**src/rtl/fsm_bit_serializer.sv**
```systemverilog
// Parallel-to-serial front end: WIDTH-bit words in over valid/ready, one bit per clock out on x.
// Define SER_PARITY_EN to append an even-parity bit after each word.
module fsm_bit_serializer #(
  parameter int WIDTH      = 8,
  parameter bit MSB_FIRST  = 1'b1,
  parameter bit IDLE_LEVEL = 1'b0
) (
  input  logic             clk,
  input  logic             rst,
  input  logic [WIDTH-1:0] din,
  input  logic             din_valid,
  output logic             din_ready,
  output logic             x,
  output logic             x_valid,
  output logic             busy
);

  localparam int             CW   = $clog2(WIDTH + 1);
  localparam logic [CW-1:0]  LAST = CW'(WIDTH - 1);

`ifdef SER_PARITY_EN
  typedef enum logic [1:0] {IDLE = 2'd0, SHIFT = 2'd1, PARITY = 2'd2} state_t;
`else
  typedef enum logic {IDLE = 1'b0, SHIFT = 1'b1} state_t;
`endif

  state_t           state;
  logic [WIDTH-1:0] sreg;
  logic [CW-1:0]    cnt;
  logic             accept;
  logic             last_bit;
  logic             first_bit;
  logic             next_bit;
`ifdef SER_PARITY_EN
  logic             par;
`endif

  // x already carries bit 0 on the accept edge, so cnt tracks the bit currently on x
  assign last_bit  = (state == SHIFT) && (cnt == LAST);
`ifdef SER_PARITY_EN
  assign din_ready = !rst && ((state == IDLE) || (state == PARITY));
`else
  assign din_ready = !rst && ((state == IDLE) || last_bit);
`endif
  assign accept    = din_valid && din_ready;
  assign first_bit = MSB_FIRST ? din[WIDTH-1] : din[0];
  assign next_bit  = MSB_FIRST ? sreg[WIDTH-1] : sreg[0];

  function automatic logic [WIDTH-1:0] shift_out(input logic [WIDTH-1:0] w);
    return MSB_FIRST ? (w << 1) : (w >> 1);
  endfunction

  always_ff @(posedge clk) begin
    if (rst) begin
      state   <= IDLE;
      sreg    <= '0;
      cnt     <= '0;
      x       <= IDLE_LEVEL;
      x_valid <= 1'b0;
      busy    <= 1'b0;
`ifdef SER_PARITY_EN
      par     <= 1'b0;
`endif
    end else if (accept) begin
      state   <= SHIFT;
      sreg    <= shift_out(din);
      cnt     <= '0;
      x       <= first_bit;
      x_valid <= 1'b1;
      busy    <= 1'b1;
`ifdef SER_PARITY_EN
      par     <= ^din;
`endif
    end else begin
      case (state)
        SHIFT: begin
          cnt <= cnt + CW'(1);
          if (!last_bit) begin
            x    <= next_bit;
            sreg <= shift_out(sreg);
          end else begin
`ifdef SER_PARITY_EN
            state <= PARITY;
            x     <= par;
`else
            state   <= IDLE;
            x       <= IDLE_LEVEL;
            x_valid <= 1'b0;
            busy    <= 1'b0;
`endif
          end
        end
`ifdef SER_PARITY_EN
        PARITY: begin
          state   <= IDLE;
          x       <= IDLE_LEVEL;
          x_valid <= 1'b0;
          busy    <= 1'b0;
        end
`endif
        default: begin
          x       <= IDLE_LEVEL;
          x_valid <= 1'b0;
          busy    <= 1'b0;
        end
      endcase
    end
  end

endmodule

```
**config.mk**
```make
export PLATFORM = sky130hd
export DESIGN_NAME = fsm_bit_serializer
export DESIGN_NICKNAME = d
export VERILOG_FILES = /design/src/rtl/fsm_bit_serializer.sv
export SDC_FILE = /design/constraint.sdc
export NUM_CORES = 1
export LEC_CHECK = 0
export CAP_MARGIN = 40
export CORE_MARGIN = 5
export CORE_UTILIZATION = 45
export DETAILED_ROUTE_END_ITERATION = 6
export HOLD_SLACK_MARGIN = 0.12
export PLACE_DENSITY = 0.78
export REMOVE_ABC_BUFFERS = 1
export SYNTH_ARGS = -nofsm -noshare
export SYNTH_HDL_FRONTEND = slang
export SYNTH_SLANG_ARGS = --single-unit
```
**constraint.sdc**
```tcl
create_clock -name clk -period 2.7 [get_ports clk]
set_clock_uncertainty 0.05 [all_clocks]
set_input_delay 0.54 -clock clk [delete_from_list [all_inputs] [get_ports clk]]
set_output_delay 0.54 -clock clk [all_outputs]
set_load 0.05 [all_outputs]
```
# Yosys cells after proc, flatten, opt, wreduce, memory -nomap -nowiden
# Index checks and enable logic that the tools add are counted.
# totals
out_inout_bits	4
inputBits	11
elab_cells	30
ff_bits	14
# op_classes
addsub	1
n_mux	12
bitwise	1
n_eq_ne	3
reduce_logical	8
# ops
operator	count
two-way mux 8 bit	3
two-way mux 1 bit	9
adder 4 x 1 -> 4 bit (second input constant)	1
equality test 4 x 3 -> 1 bit (second input constant)	1
logical AND 1 bit	3
!= test 3 x 1 -> 1 bit (second input constant)	1
!= test 2 bit (second input constant)	1
AND reduction 2 bit	1
nonzero test 2 bit	1
OR reduction 2 bit	1
logical NOT 1 bit	1
logical OR 1 bit	1
NOT 1 bit	1

# Longest topological paths before layout
# depth
ltp_word	7
ltp_mapped	5
ltp_nobuf	4

# Least setup slack after synthesis
# No wires, ideal clock.
# synth_timing
path_type	reg2out
from	register cnt[0]
to	output port din_ready
slack_ns	0.570
t_required_ns	2.110
n_path_buf	1
arrival_ns	1.540
stages_incl_launch_ff	6
cell_sequence	dfxtp_1 > ha_1 > and3b_1 > buf_6 > nor2_1 > nor2_1
# synth_between
elab_chain_cells	4
# synth_rtl
item	line	rtl
from (decl)	29	logic [CW-1:0] cnt;
from (signal assigned)	77	cnt <= cnt + CW'(1);
equality test 4 x 3 -> 1 bit	39	assign last_bit = (state == SHIFT) && (cnt == LAST);
logical AND 1 bit	39	
logical OR 1 bit	43	assign din_ready = !rst && ((state == IDLE) || last_bit);
logical AND 1 bit	43	
to (decl)	12	output logic din_ready,
# No other way between the ends.

# Worst setup path after layout
# Ends and elaborated chain as after synthesis.

==> flow_metrics.tcl <==
set metrics [dict create \
    status "complete, no violations" \
    hpwl_microns 966.8 \
    grt_pass1_vias 477 \
    period_needed_ps 2271 \
    drt_iter0_markers 9 \
    hold_slack_ps 457.8 \
    die_w_microns 47.66 \
    worstSkewPairLatency_ps 280 \
    yosysWarnings 0 \
    slowest_delay_ps 370 \
    yosysMostFrequentCell "dfxtp_1" \
    overflow 0 \
    ys_seq_area_share_pct 43.92 \
    synth_area_per_cell_sq_um 9.817 \
    path_max_fanout 9 \
    syn_inst 65 \
    p_per_area_mw_per_mm2 529.2 \
    ys_types 25 \
    synth-seq-cells 14 \
    rows 13 \
    timing.slew.headroom_pct 61.06 \
    ys_async_sr_fraction_pct 0 \
    nets 92 \
    die_area_sq_mm 0.002271 \
    cts_setup_buffers 0 \
    tritoncts "done" \
    routed.top_layer "met4" \
    path_cells "ha_1 > and3b_1 > nor2_1 > nor2_1 > buf_12" \
    vias 525 \
    wl_met1_microns 605 \
    setup_viol 0 \
    clkSlewWorstSetupHoldPaths_ps 80 \
    antenna_cells 0 \
    min_path_type "flip-flop to flip-flop" \
    grt_max_degree 12 \
    drv_cap 0 \
    cts-buffers-inserted 3 \
    grt_pass1_wl_mm 2.111 \
    path_buf_inv 1 \
    drc_errors 0 \
    track_usage_pct 13.67 \
    multi_input_area_sq_um 312.8 \
    routedWlPerCell_microns 14.06 \
    dr.pass1.iters 4 \
    cts_sinks 14 \
    initial_utilization_pct 48.43 \
    end_kind "output pin" \
    ys_top_cells_by_count "14 x dfxtp_1, 7 x mux2i_1, 7 x nor3_1, 6 x a211oi_1" \
    netlist_top_cells_area "dfxtp_1 44%, mux2i_1 11%, a211oi_1 7.1%" \
    cts_buffer_depth 2 \
    cp_slowest_cell "dfxtp_1" \
    area_growth_pct 25.29 \
    antenna_found_initial 0 \
    ios 15 \
    synth_area_sq_um 638.1 \
    worst_pin_slew_ps 582.2 \
    hold_violations 0 \
    path_delay_family "simple AND/OR/NAND/NOR gates" \
    cp-start-kind "flip-flop" \
    period_share_pct 84.11 \
    ant_nets 0 \
    htree_levels 1 \
    wirelength_mm 1.308 \
    fmax_mhz 440.3 \
    max-vdd-ir-drop_mv 0.3839 \
    rrSetupSlack_ps 1300 \
    die_h_microns 47.66 \
    cts_resized 0 \
    viasPerCell 5.645 \
    yosysTopAreaCell "dfxtp_1" \
    leakage_nw 0.3352 \
    n_fill_cell 125 \
    drive_gt1_share_pct 10.26 \
    synth_top_area_share_pct 43.92 \
    seqCellArea_sq_um 280.3 \
    place_congestion 0.7597 \
    coreArea_sq_mm 0.001318 \
    required_ps 2110 \
    io_buffers 14 \
    critPathArrivalTime_ps 1680 \
    fin_setup_tns_ps 0 \
    maxSlewViolCount 0 \
    synth_edf_count 0 \
    cpMostUsedCell "nor2_1" \
    grt_setup_unrepaired "no" \
    met2_length_microns 619 \
    hold_buffers 0 \
    clock-root-buffer "clkbuf_4" \
    yosys_most_used_dff "dfxtp_1" \
    criticalPathCategory "flip-flop to output pin" \
    dr_wl_met3_microns 73 \
]
tightest hold or removal path, delay by kind of cell, from the launching register on:
kind | cells | cell delay [ps]
AO/OA/AOI/OAI | 1 | 60
flip-flops | 1 | 320
AND/OR/NAND/NOR | 1 | 80
state kept, by name (all words and copies together), names as in the netlist:
name,flops
sreg,7
x,1
cnt,4
busy,1
state,1
cells by family after synthesis:
| group | count (synthesis) | share of synthesized area, % |
|---|---|---|
| muxes | 8 | 12.75 |
| AOI/OAI and AO/OA | 12 | 13.14 |
| DFF | 14 | 43.92 |
| buffers and inverters | 7 | 7.057 |
| and+or+nand+nor | 20 | 17.06 |
| xor gates and xnor gates | 3 | 4.118 |
| adders and majority gates | 1 | 1.960 |
path summary, 6_finish.rpt:
check,depth (start not counted),to,start
min,2,x$_SDFF_PP0_,sreg[7]$_SDFFE_PP0P_
max,5,din_ready,cnt[0]$_SDFFE_PP0P_
min reg2reg,2,x$_SDFF_PP0_,sreg[7]$_SDFFE_PP0P_
max reg2reg,4,cnt[1]$_SDFFE_PP0P_,cnt[0]$_SDFFE_PP0P_
power by group:
part,internal [mW],leakage (nW),switching [mW]
combinational,0.0393,0.206,0.0394
sequential,0.219,0.115,0.00969
clock,0.0517,0.0138,0.0637
per-stage QoR:
step	setup WS (ps)	instance area (sq um)	utilization, %	instances	total power [mW]
2_1_floorplan	504.0	600.6	-	60	0.2734
3_3_place_gp	726.7	777.0	58.97	90	0.3108
3_5_place_dp	728.5	777.0	58.97	90	0.3128
4_1_cts	402.1	799.5	60.68	93	0.4296
5_1_grt	188.7	799.5	60.68	93	0.4487
6_report	429.0	799.5	60.68	93	0.4231
cell type report:
type,instances,share of cell area (%)
inverters,2,0.9390
repair buffers,15,19.72
clock buffers,3,2.817
well taps,15,2.347
flip-flops and latches,14,35.05
multi-input cells,44,39.12
placed cells by master, fill, tap and decap left out, drive strengths merged:
| cell | count |
|---|---|
| clkdlybuf4s50 | 13 |
| nor3 | 7 |
| a211oi | 6 |
| nor3b | 1 |
| dfxtp | 14 |
| o21ai | 1 |
| nand3 | 2 |
| o211ai | 1 |
| nand3b | 1 |
| nor2 | 3 |
| and3b | 1 |
| mux2 | 1 |
| inv | 2 |
| clkbuf | 3 |
| mux2i | 7 |
| ha | 1 |
| and3 | 3 |
| xor2 | 2 |
| a21oi | 3 |
| nand4 | 1 |
| buf | 2 |
| nand2 | 1 |
| o21a | 1 |
| xnor2 | 1 |
metal layers:
metal / GRT usage (%) / vias to the layer above
met2: 20.32 / 11
met4: 4.839 / 0
met1: 17.83 / 247
met3: 5.639 / 2
met5: 0 / -
li1: - / 265
No activity file was read; power rests on OpenSTA's default activity.
